### config.mk
export PLATFORM = sky130hd
export DESIGN_NAME = tpu_host_seq
export DESIGN_NICKNAME = d
export VERILOG_FILES = /design/src/rtl/tpu_host_seq_pkg.sv /design/src/rtl/tpu_host_seq.sv
export SDC_FILE = /design/constraint.sdc
export NUM_CORES = 1
export LEC_CHECK = 0
export ABC_AREA = 1
export CORE_AREA = 4 4 114 116
export CTS_CLUSTER_SIZE = 24
export DETAILED_ROUTE_END_ITERATION = 12
export DIE_AREA = 0 0 118 120
export GPL_TIMING_DRIVEN = 1
export HOLD_SLACK_MARGIN = 0.12
export PLACE_DENSITY = 0.92
export SLEW_MARGIN = 5
export SYNTH_ARGS = -nofsm -noshare
export SYNTH_HDL_FRONTEND = slang
export SYNTH_SLANG_ARGS = --single-unit
export TNS_END_PERCENT = 100
### constraint.sdc
create_clock -name clk -period 2.2 [get_ports clk]
set_clock_uncertainty 0.1 [all_clocks]
set_input_delay 0.44 -clock clk [delete_from_list [all_inputs] [get_ports clk]]
set_output_delay 0.44 -clock clk [all_outputs]
set_load 0.01 [all_outputs]
### src/rtl/tpu_host_seq_pkg.sv
// Shared definitions for the TPU host sequencer: bus map, word stride,
// FSM state encoding and region-size helpers.
package tpu_pkg;

  localparam int A_BASE      = 'h100;
  localparam int B_BASE      = 'h200;
  localparam int C_BASE      = 'h300;
  localparam int GO_ADDR     = 'h400;
  localparam int WORD_STRIDE = 8;

  typedef enum logic [3:0] {
    ST_IDLE,
    ST_LD_A,
    ST_LD_B,
    ST_LD_C,
    ST_GO,
    ST_WAIT,
    ST_RD_REQ,
    ST_RD_CAP,
    ST_RD_OUT,
    ST_DONE
  } state_t;

  // Words needed for one A or B matrix (rows packed DATAW bits per word).
  function automatic int calc_nab(input int dim, input int bits_ab, input int dataw);
    return dim * bits_ab / dataw * dim;
  endfunction

  // Words needed for the C matrix.
  function automatic int calc_nc(input int dim, input int bits_c, input int dataw);
    return dim * bits_c / dataw * dim;
  endfunction

  function automatic int max2(input int a, input int b);
    return (a > b) ? a : b;
  endfunction

endpackage

### src/rtl/tpu_host_seq.sv
// Host-side master for the TPU slave port: loads A/B/C, fires GO, waits
// for the array to drain, then streams the C rows out.
// Build option: define TPU_HOST_C_PRELOAD_EN to take C accumulator seeds
// from the input stream; otherwise C is cleared with zero writes.
module tpu_host_seq
  import tpu_pkg::*;
#(
  parameter int DIM      = 8,
  parameter int BITS_AB  = 8,
  parameter int BITS_C   = 16,
  parameter int ADDRW    = 16,
  parameter int DATAW    = 64,
  parameter int WAIT_CYC = 3 * DIM,
  parameter int RD_LAT   = 1
) (
  input  logic             clk,
  input  logic             rst_n,
  input  logic             start,
  output logic             busy,
  output logic             done,
  input  logic [DATAW-1:0] in_data,
  input  logic             in_valid,
  output logic             in_ready,
  output logic [DATAW-1:0] out_data,
  output logic             out_valid,
  input  logic             out_ready,
  output logic             tpu_r_w,
  output logic [ADDRW-1:0] tpu_addr,
  output logic [DATAW-1:0] tpu_wdata,
  input  logic [DATAW-1:0] tpu_rdata
);

  localparam int NA    = calc_nab(DIM, BITS_AB, DATAW);
  localparam int NB    = NA;
  localparam int NC    = calc_nc(DIM, BITS_C, DATAW);
  localparam int CNT_W = $clog2(max2(NC, WAIT_CYC) + 1);
  localparam int LAT_W = $clog2(RD_LAT + 1);

  state_t           r_state;
  state_t           w_state_nxt;
  logic [CNT_W-1:0] r_cnt;
  logic [CNT_W-1:0] w_cnt_nxt;
  logic [LAT_W-1:0] r_lat;
  logic [LAT_W-1:0] w_lat_nxt;
  logic [DATAW-1:0] r_out_data;
  logic             w_cap;
  logic [ADDRW-1:0] w_off;

  // Word offset inside the current region; the same counter indexes A, B and C.
  assign w_off = ADDRW'(r_cnt) * ADDRW'(WORD_STRIDE);

  // The result register is only visible while a word is being offered.
  assign out_data = (r_state == ST_RD_OUT) ? r_out_data : '0;

  // State, word counter and read-latency counter.
  always_ff @(posedge clk) begin
    if (!rst_n) begin
      r_state <= ST_IDLE;
      r_cnt   <= '0;
      r_lat   <= '0;
    end else begin
      r_state <= w_state_nxt;
      r_cnt   <= w_cnt_nxt;
      r_lat   <= w_lat_nxt;
    end
  end

  // Capture the TPU read data once the read latency has elapsed.
  always_ff @(posedge clk) begin
    if (!rst_n) begin
      r_out_data <= '0;
    end else if (w_cap) begin
      r_out_data <= tpu_rdata;
    end
  end

  // Next-state and bus/handshake decode; the bus idles at address 0.
  always_comb begin
    w_state_nxt = r_state;
    w_cnt_nxt   = r_cnt;
    w_lat_nxt   = r_lat;
    w_cap       = 1'b0;
    busy        = 1'b1;
    done        = 1'b0;
    in_ready    = 1'b0;
    out_valid   = 1'b0;
    tpu_r_w     = 1'b0;
    tpu_addr    = '0;
    tpu_wdata   = '0;

    case (r_state)
      ST_IDLE: begin
        busy = 1'b0;
        if (start) begin
          w_state_nxt = ST_LD_A;
          w_cnt_nxt   = '0;
        end
      end

      ST_LD_A: begin
        in_ready = 1'b1;
        if (in_valid) begin
          tpu_r_w   = 1'b1;
          tpu_addr  = ADDRW'(A_BASE) + w_off;
          tpu_wdata = in_data;
          if (r_cnt == CNT_W'(NA - 1)) begin
            w_cnt_nxt   = '0;
            w_state_nxt = ST_LD_B;
          end else begin
            w_cnt_nxt = r_cnt + CNT_W'(1);
          end
        end
      end

      ST_LD_B: begin
        in_ready = 1'b1;
        if (in_valid) begin
          tpu_r_w   = 1'b1;
          tpu_addr  = ADDRW'(B_BASE) + w_off;
          tpu_wdata = in_data;
          if (r_cnt == CNT_W'(NB - 1)) begin
            w_cnt_nxt   = '0;
            w_state_nxt = ST_LD_C;
          end else begin
            w_cnt_nxt = r_cnt + CNT_W'(1);
          end
        end
      end

      ST_LD_C: begin
`ifdef TPU_HOST_C_PRELOAD_EN
        // Seeds come from the job stream under the same handshake as A/B.
        in_ready = 1'b1;
        if (in_valid) begin
          tpu_r_w   = 1'b1;
          tpu_addr  = ADDRW'(C_BASE) + w_off;
          tpu_wdata = in_data;
          if (r_cnt == CNT_W'(NC - 1)) begin
            w_cnt_nxt   = '0;
            w_state_nxt = ST_GO;
          end else begin
            w_cnt_nxt = r_cnt + CNT_W'(1);
          end
        end
`else
        // Clear the accumulators back-to-back so the result is plain A x B.
        tpu_r_w  = 1'b1;
        tpu_addr = ADDRW'(C_BASE) + w_off;
        if (r_cnt == CNT_W'(NC - 1)) begin
          w_cnt_nxt   = '0;
          w_state_nxt = ST_GO;
        end else begin
          w_cnt_nxt = r_cnt + CNT_W'(1);
        end
`endif
      end

      ST_GO: begin
        tpu_r_w     = 1'b1;
        tpu_addr    = ADDRW'(GO_ADDR);
        w_cnt_nxt   = '0;
        w_state_nxt = ST_WAIT;
      end

      ST_WAIT: begin
        // The TPU ignores the port while computing, so stay off the bus.
        if (r_cnt == CNT_W'(WAIT_CYC - 1)) begin
          w_cnt_nxt   = '0;
          w_state_nxt = ST_RD_REQ;
        end else begin
          w_cnt_nxt = r_cnt + CNT_W'(1);
        end
      end

      ST_RD_REQ: begin
        tpu_addr    = ADDRW'(C_BASE) + w_off;
        w_lat_nxt   = '0;
        w_state_nxt = ST_RD_CAP;
      end

      ST_RD_CAP: begin
        // Keep the address stable until the data is captured.
        tpu_addr = ADDRW'(C_BASE) + w_off;
        if (r_lat == LAT_W'(RD_LAT - 1)) begin
          w_cap       = 1'b1;
          w_lat_nxt   = '0;
          w_state_nxt = ST_RD_OUT;
        end else begin
          w_lat_nxt = r_lat + LAT_W'(1);
        end
      end

      ST_RD_OUT: begin
        out_valid = 1'b1;
        if (out_ready) begin
          if (r_cnt == CNT_W'(NC - 1)) begin
            w_cnt_nxt   = '0;
            w_state_nxt = ST_DONE;
          end else begin
            w_cnt_nxt   = r_cnt + CNT_W'(1);
            w_state_nxt = ST_RD_REQ;
          end
        end
      end

      ST_DONE: begin
        busy        = 1'b0;
        done        = 1'b1;
        w_state_nxt = ST_IDLE;
      end

      default: begin
        w_state_nxt = ST_IDLE;
        w_cnt_nxt   = '0;
      end
    endcase
  end

endmodule

Word level (Yosys, flattened, before mapping)
Cells that the tools add are included.

$mul: 0. Eq/ne operators: 22. $add $sub $neg: 5. Multiplexer cells: 34. Magnitude comparators: 0. Reduce and logical (&&, ||, !) cells: 9. Shifts and indexed selects: 0. Divide/modulo/power cells: 0. Bitwise operators: 1.

Operator list (number): two-way mux 64 bit (3); one-hot mux 11 bit (4 select lines) (1); two-way mux 4 bit (10); one-hot mux 4 bit (9 select lines) (1); two-way mux 5 bit (6); one-hot mux 5 bit (6 select lines) (1); adder 10 x 8 -> 11 bit, first input constant (2); inequality test 2 bit, second input constant (9); equality test 4 x 3 -> 1 bit, second input constant (4); two-way mux 11 bit (1); adder 9 x 8 -> 10 bit, first input constant (1); two-way mux 10 bit (1); AND reduction 9 bit (1); equality test 4 x 2 -> 1 bit, second input constant (2); equality test 4 bit, second input constant (2); two-way mux 1 bit (8); OR reduction 2 bit (3); OR reduction 3 bit (2); adder 5 x 1 -> 5 bit, second input constant (1); equality test 5 x 3 -> 1 bit, second input constant (1); equality test 5 x 4 -> 1 bit, second input constant (1); equality test 5 bit, second input constant (1); equality test 4 x 1 -> 1 bit, second input constant (1); logical NOT 4 bit (1); other kinds (6) (7).

Bits in latches: 0. ROM bits: 0. Output and inout port bits: 149. Memories kept: 0. Logic and storage cells: 75. Bits in registers: 74. Memory bits (writable): 0.

Depth between registers and ports, before layout
Depth in word-level cells: 4. Mapped depth: 12. Mapped depth without buffers: 12.

Worst setup path before layout
OpenSTA, ideal clock, no wires.

Path kind: register to output. Start: reg r_state[3]. End: out tpu_wdata[54]. Required time: 1.660 ns. Path buffers: 2. Arrival time: 1.276 ns. Slack: 0.384 ns. Cell stages (with the launch flop): 8. Cell sequence: dfxtp_1 nor2_2 nand2_2 nand2_4 nand2_2 buf_6 buf_6 nor2_1.

Cells in the longest elaborated chain, start to end: 3. Elaborated cells between the ends (all ways): 4. Classes of those cells: eq/ne: 2; mux: 1; reduce/logical: 1.

Ends and longest elaborated chain: start, declared (line tpu_host_seq.sv:39) `state_t r_state;`; start signal, assigned (line tpu_host_seq.sv:62) `r_state <= w_state_nxt;`; equality test 4 x 2 -> 1 bit or equality test 4 x 1 -> 1 bit (tied branches) (line tpu_host_seq.sv:91) `case (r_state)`; OR reduction 2 bit (no source line) *; two-way mux 64 bit *; end, declared (line tpu_host_seq.sv:29) `output logic [DATAW-1:0] tpu_wdata,`.

Mark *: on every way between the ends. The rest lies on a longest branch, timed or not.

Worst setup path after layout
Start: reg r_state[0]. End: out tpu_wdata[43].

The elaborated chain is that of the path after synthesis.

==> reports/metrics.csv <==
stage;metric;value;unit
run_status;status;finished with violations;
run_status;violations;setup timing;
sta;finalCritPeriodShare;1.06;
global_routing;grt_antenna_before_repair;0;
clock_tree;htreeDepth;3;
critical_path;worstReg2RegEnd;r_out_data[50]$_SDFFE_PN0N_;
sta;min_period;2.33;ns
synth;synthMuxAreaShare;0;
synth;ys_ff_latch;73;
sta;setup_viol;21;
clock_tree;clk_latency;0.32;ns
clock_tree;hold_buffers;0;
place;place_area;7160;um2
routing;routed_wl;16.9;mm
sta;rsz0062_at_grt;true;
global_routing;gr-total-overflow;0;
synth;synth_enable_flop_cells;0;
final_layout;area_growth;76.5;%
synth;synth_xor_area_frac;0.00207;
routing;num_vias;5080;
routing;drt_iter0_markers;188;
min_path;hold_class;flop to flop;
place;dp_cells;1046;
global_routing;grt_pass1_wl;24.0;mm
critical_path;worst_setup_path_start_kind;flop;
routing;drtAntennaViolNets;0;
min_path;holdPathStages;2;
flow_run;maxCapViolCount;0;
synth;synth_top_cell_by_area;dfxtp_1;
routing;routedWlPerCell;15.5;um
critical_path;path_max_fanout;7;
min_path;min-delay-start;r_out_data[5]$_SDFFE_PN0N_;
synth;ys_seq_area_frac;0.345;
clock_tree;cts_tree;yes;
final_layout;ff_latch_area;1470;um2
clock_tree;cts_made_buffers;9;
global_routing;grt_pass1_vias;4785;
synth;async_flop_share;0;
synth;synth_flop_cell;dfxtp_1;
critical_path;rr_startpoint;r_state[0]$_SDFFE_PN0P_;
floorplan;die_x;118;um
floorplan;die_y;120;um
synth;synth_common_cells;inv_1 (152), nor2_1 (117), a21oi_1 (73), dfxtp_1 (73), o21ai_0 (73);
sta;fin_ws;-0.134;ns
synth;yosys-top-cells-area;dfxtp_1 (34%), inv_1 (13%), nor2_1 (10%);
pwr;peakVddDrop;0.458;mV
critical_path;reg2reg_depth;8;
sta;timing.fmax;429;MHz
routing;via_per_inst;4.66;
synth;synth_cell_types;25;
synth;yosysMostFrequentCell;inv_1;
sta;fin_hold_ws;0.349;ns
place;dp_slack;-0.349;ns
clock_tree;root_buffer;clkbuf_16;
final_layout;drive_above_1_share;0.322;
synth;yosysWarnings;0;
routing;drc_errors;0;
synth;synthAdderAreaFrac;0.00885;
synth;syn_area_per_cell;6.73;um2
critical_path;worstPathRequired;1.66;ns
critical_path;critPathCaptureType;output port;
synth;yosysTopAreaCellShare;0.345;
final_layout;nFillCells;958;
floorplan;core_area;11900;um2
sta;slew_violations;0;
floorplan;pin_count;282;
place;hpwl;11.7;mm
critical_path;cp-startpoint;r_state[0]$_SDFFE_PN0P_;
synth;syn-instance-count;630;
place;portBuffers;273;
final_layout;fin_nets;1073;
critical_path;critical_path_class;flop to output port;
clock_tree;cts_buffer_depth;2;
synth;synth-compound-area-share;0.174;
final_layout;fin_area;7480;um2
min_path;min_to;r_out_data[5]$_SDFFE_PN0N_;
clock_tree;path_clk_slew;0.06;ns
critical_path;r2r_setup_slack;0.37;ns
final_layout;fin_cells;1089;
global_routing;grt.total_usage;0.210;
floorplan;dieArea;14200;um2
sta;fin_tns_setup;-1.35;ns
pwr;p_leak;3.43;nW
final_layout;multi_input_area;2100;um2
synth;netlist_area;4240;um2
pwr;p_per_area;739;nW/um2
final_layout;n_antenna_cell;0;
global_routing;grt_max_degree;59;
critical_path;worstPathArrival;1.79;ns
final_layout;utilization;0.628;
clock_tree;clkSinkCount;73;
place;routabilityCongestion;0.899;
synth;synth_top_family_by_area;simple AND/OR/NAND/NOR gates;
floorplan;start_util;0.356;
synth;synth-simple-area-share;0.260;
floorplan;rows;40;
pwr;finalPower;5.53;mW
routing;first_pass_iters;5;
sta;final-hold-violation-count;0;
## worst max-delay path: stages, from the launching register on
cell and delay (ns):
dfxtp_4 0.37, inv_2 0.06, nor2_4 0.11, nand2_2 0.10, nand2_4 0.10, nand2_8 0.09
buf_16 0.15, buf_12 0.14, buf_6 0.12, nor2_4 0.11, buf_6 0.12
## logic make-up (layout without fill, tap and decap cells)
| kind of cell | after synthesis | count (layout) |
|---|---|---|
| AO/OA/AOI/OAI | 147 | 147 |
| XOR/XNOR | 1 | 1 |
| adder cells (fa/ha/maj) | 3 | 3 |
| buffers and inverters | 196 | 501 |
| flip-flops | 73 | 73 |
| other | 1 | 8 |
| AND/OR/NAND/NOR | 209 | 209 |
## placed cells by master (no fill, tap or decap), types with 4 or more instances in the layout
cell type and n:
dfxtp_1 69, nand2_4 4, clkbuf_2 55, nor2_1 82, nor2_4 43, clkdlybuf4s50_1 130, clkbuf_16 11, nand2_1 25
a21oi_1 72, buf_2 57, buf_6 35, conb_1 8, nand3_1 17, inv_1 151, dlygate4sd2_1 4, o21ai_0 73
buf_12 6, nor2_2 29, buf_4 36
## power by group
| part | switching (mW) | total [mW] | internal, mW |
|---|---|---|---|
| clock network | 0.606 | 1.39 | 0.784 |
| logic | 1.36 | 2.66 | 1.30 |
| registers | 0.0600 | 1.48 | 1.42 |
## how the worst max path moves through the flow
stage / to / slack (ns) / cells after the start
6_report: tpu_wdata[43] / -0.13 / 10
5_1_grt: tpu_wdata[43] / -0.18 / 10
3_3_place_gp: tpu_wdata[58] / -0.34 / 5
2_1_floorplan: tpu_wdata[54] / 0.38 / 7
4_1_cts: tpu_wdata[43] / -0.13 / 9
3_5_place_dp: tpu_wdata[20] / -0.35 / 5
## sequential cells by signal, summed over array words and instances, names as in the netlist
name	flops
r_state	4
r_out_data	64
r_cnt	5
## routing by layer
layer  GRT usage  share of wire  vias up
li1            -              -     2485
met1       0.220           0.36     2291
met2       0.378           0.51      252
met3      0.0801          0.089       52
met4      0.0821          0.040        0
met5           0              0        -
## area by class of cell
cell class                      count  share of cell area
Timing Repair Buffer              332               0.382
Multi-Input combinational cell    368               0.281
Sequential cell                    73               0.197
Inverter                          153              0.0771
Clock buffer                        9              0.0301
Tap cell                          147              0.0246
Clock inverter                      7             0.00836
## timing repair
item                                    4_1_cts  5_1_grt
setup buffers                                14       12
endpoints found under the setup margin      141      136
gates cloned                                  3        3
pin swaps                                     3        7
resized for setup                           432      173
Note: power is estimated with default switching activity, not from simulation.
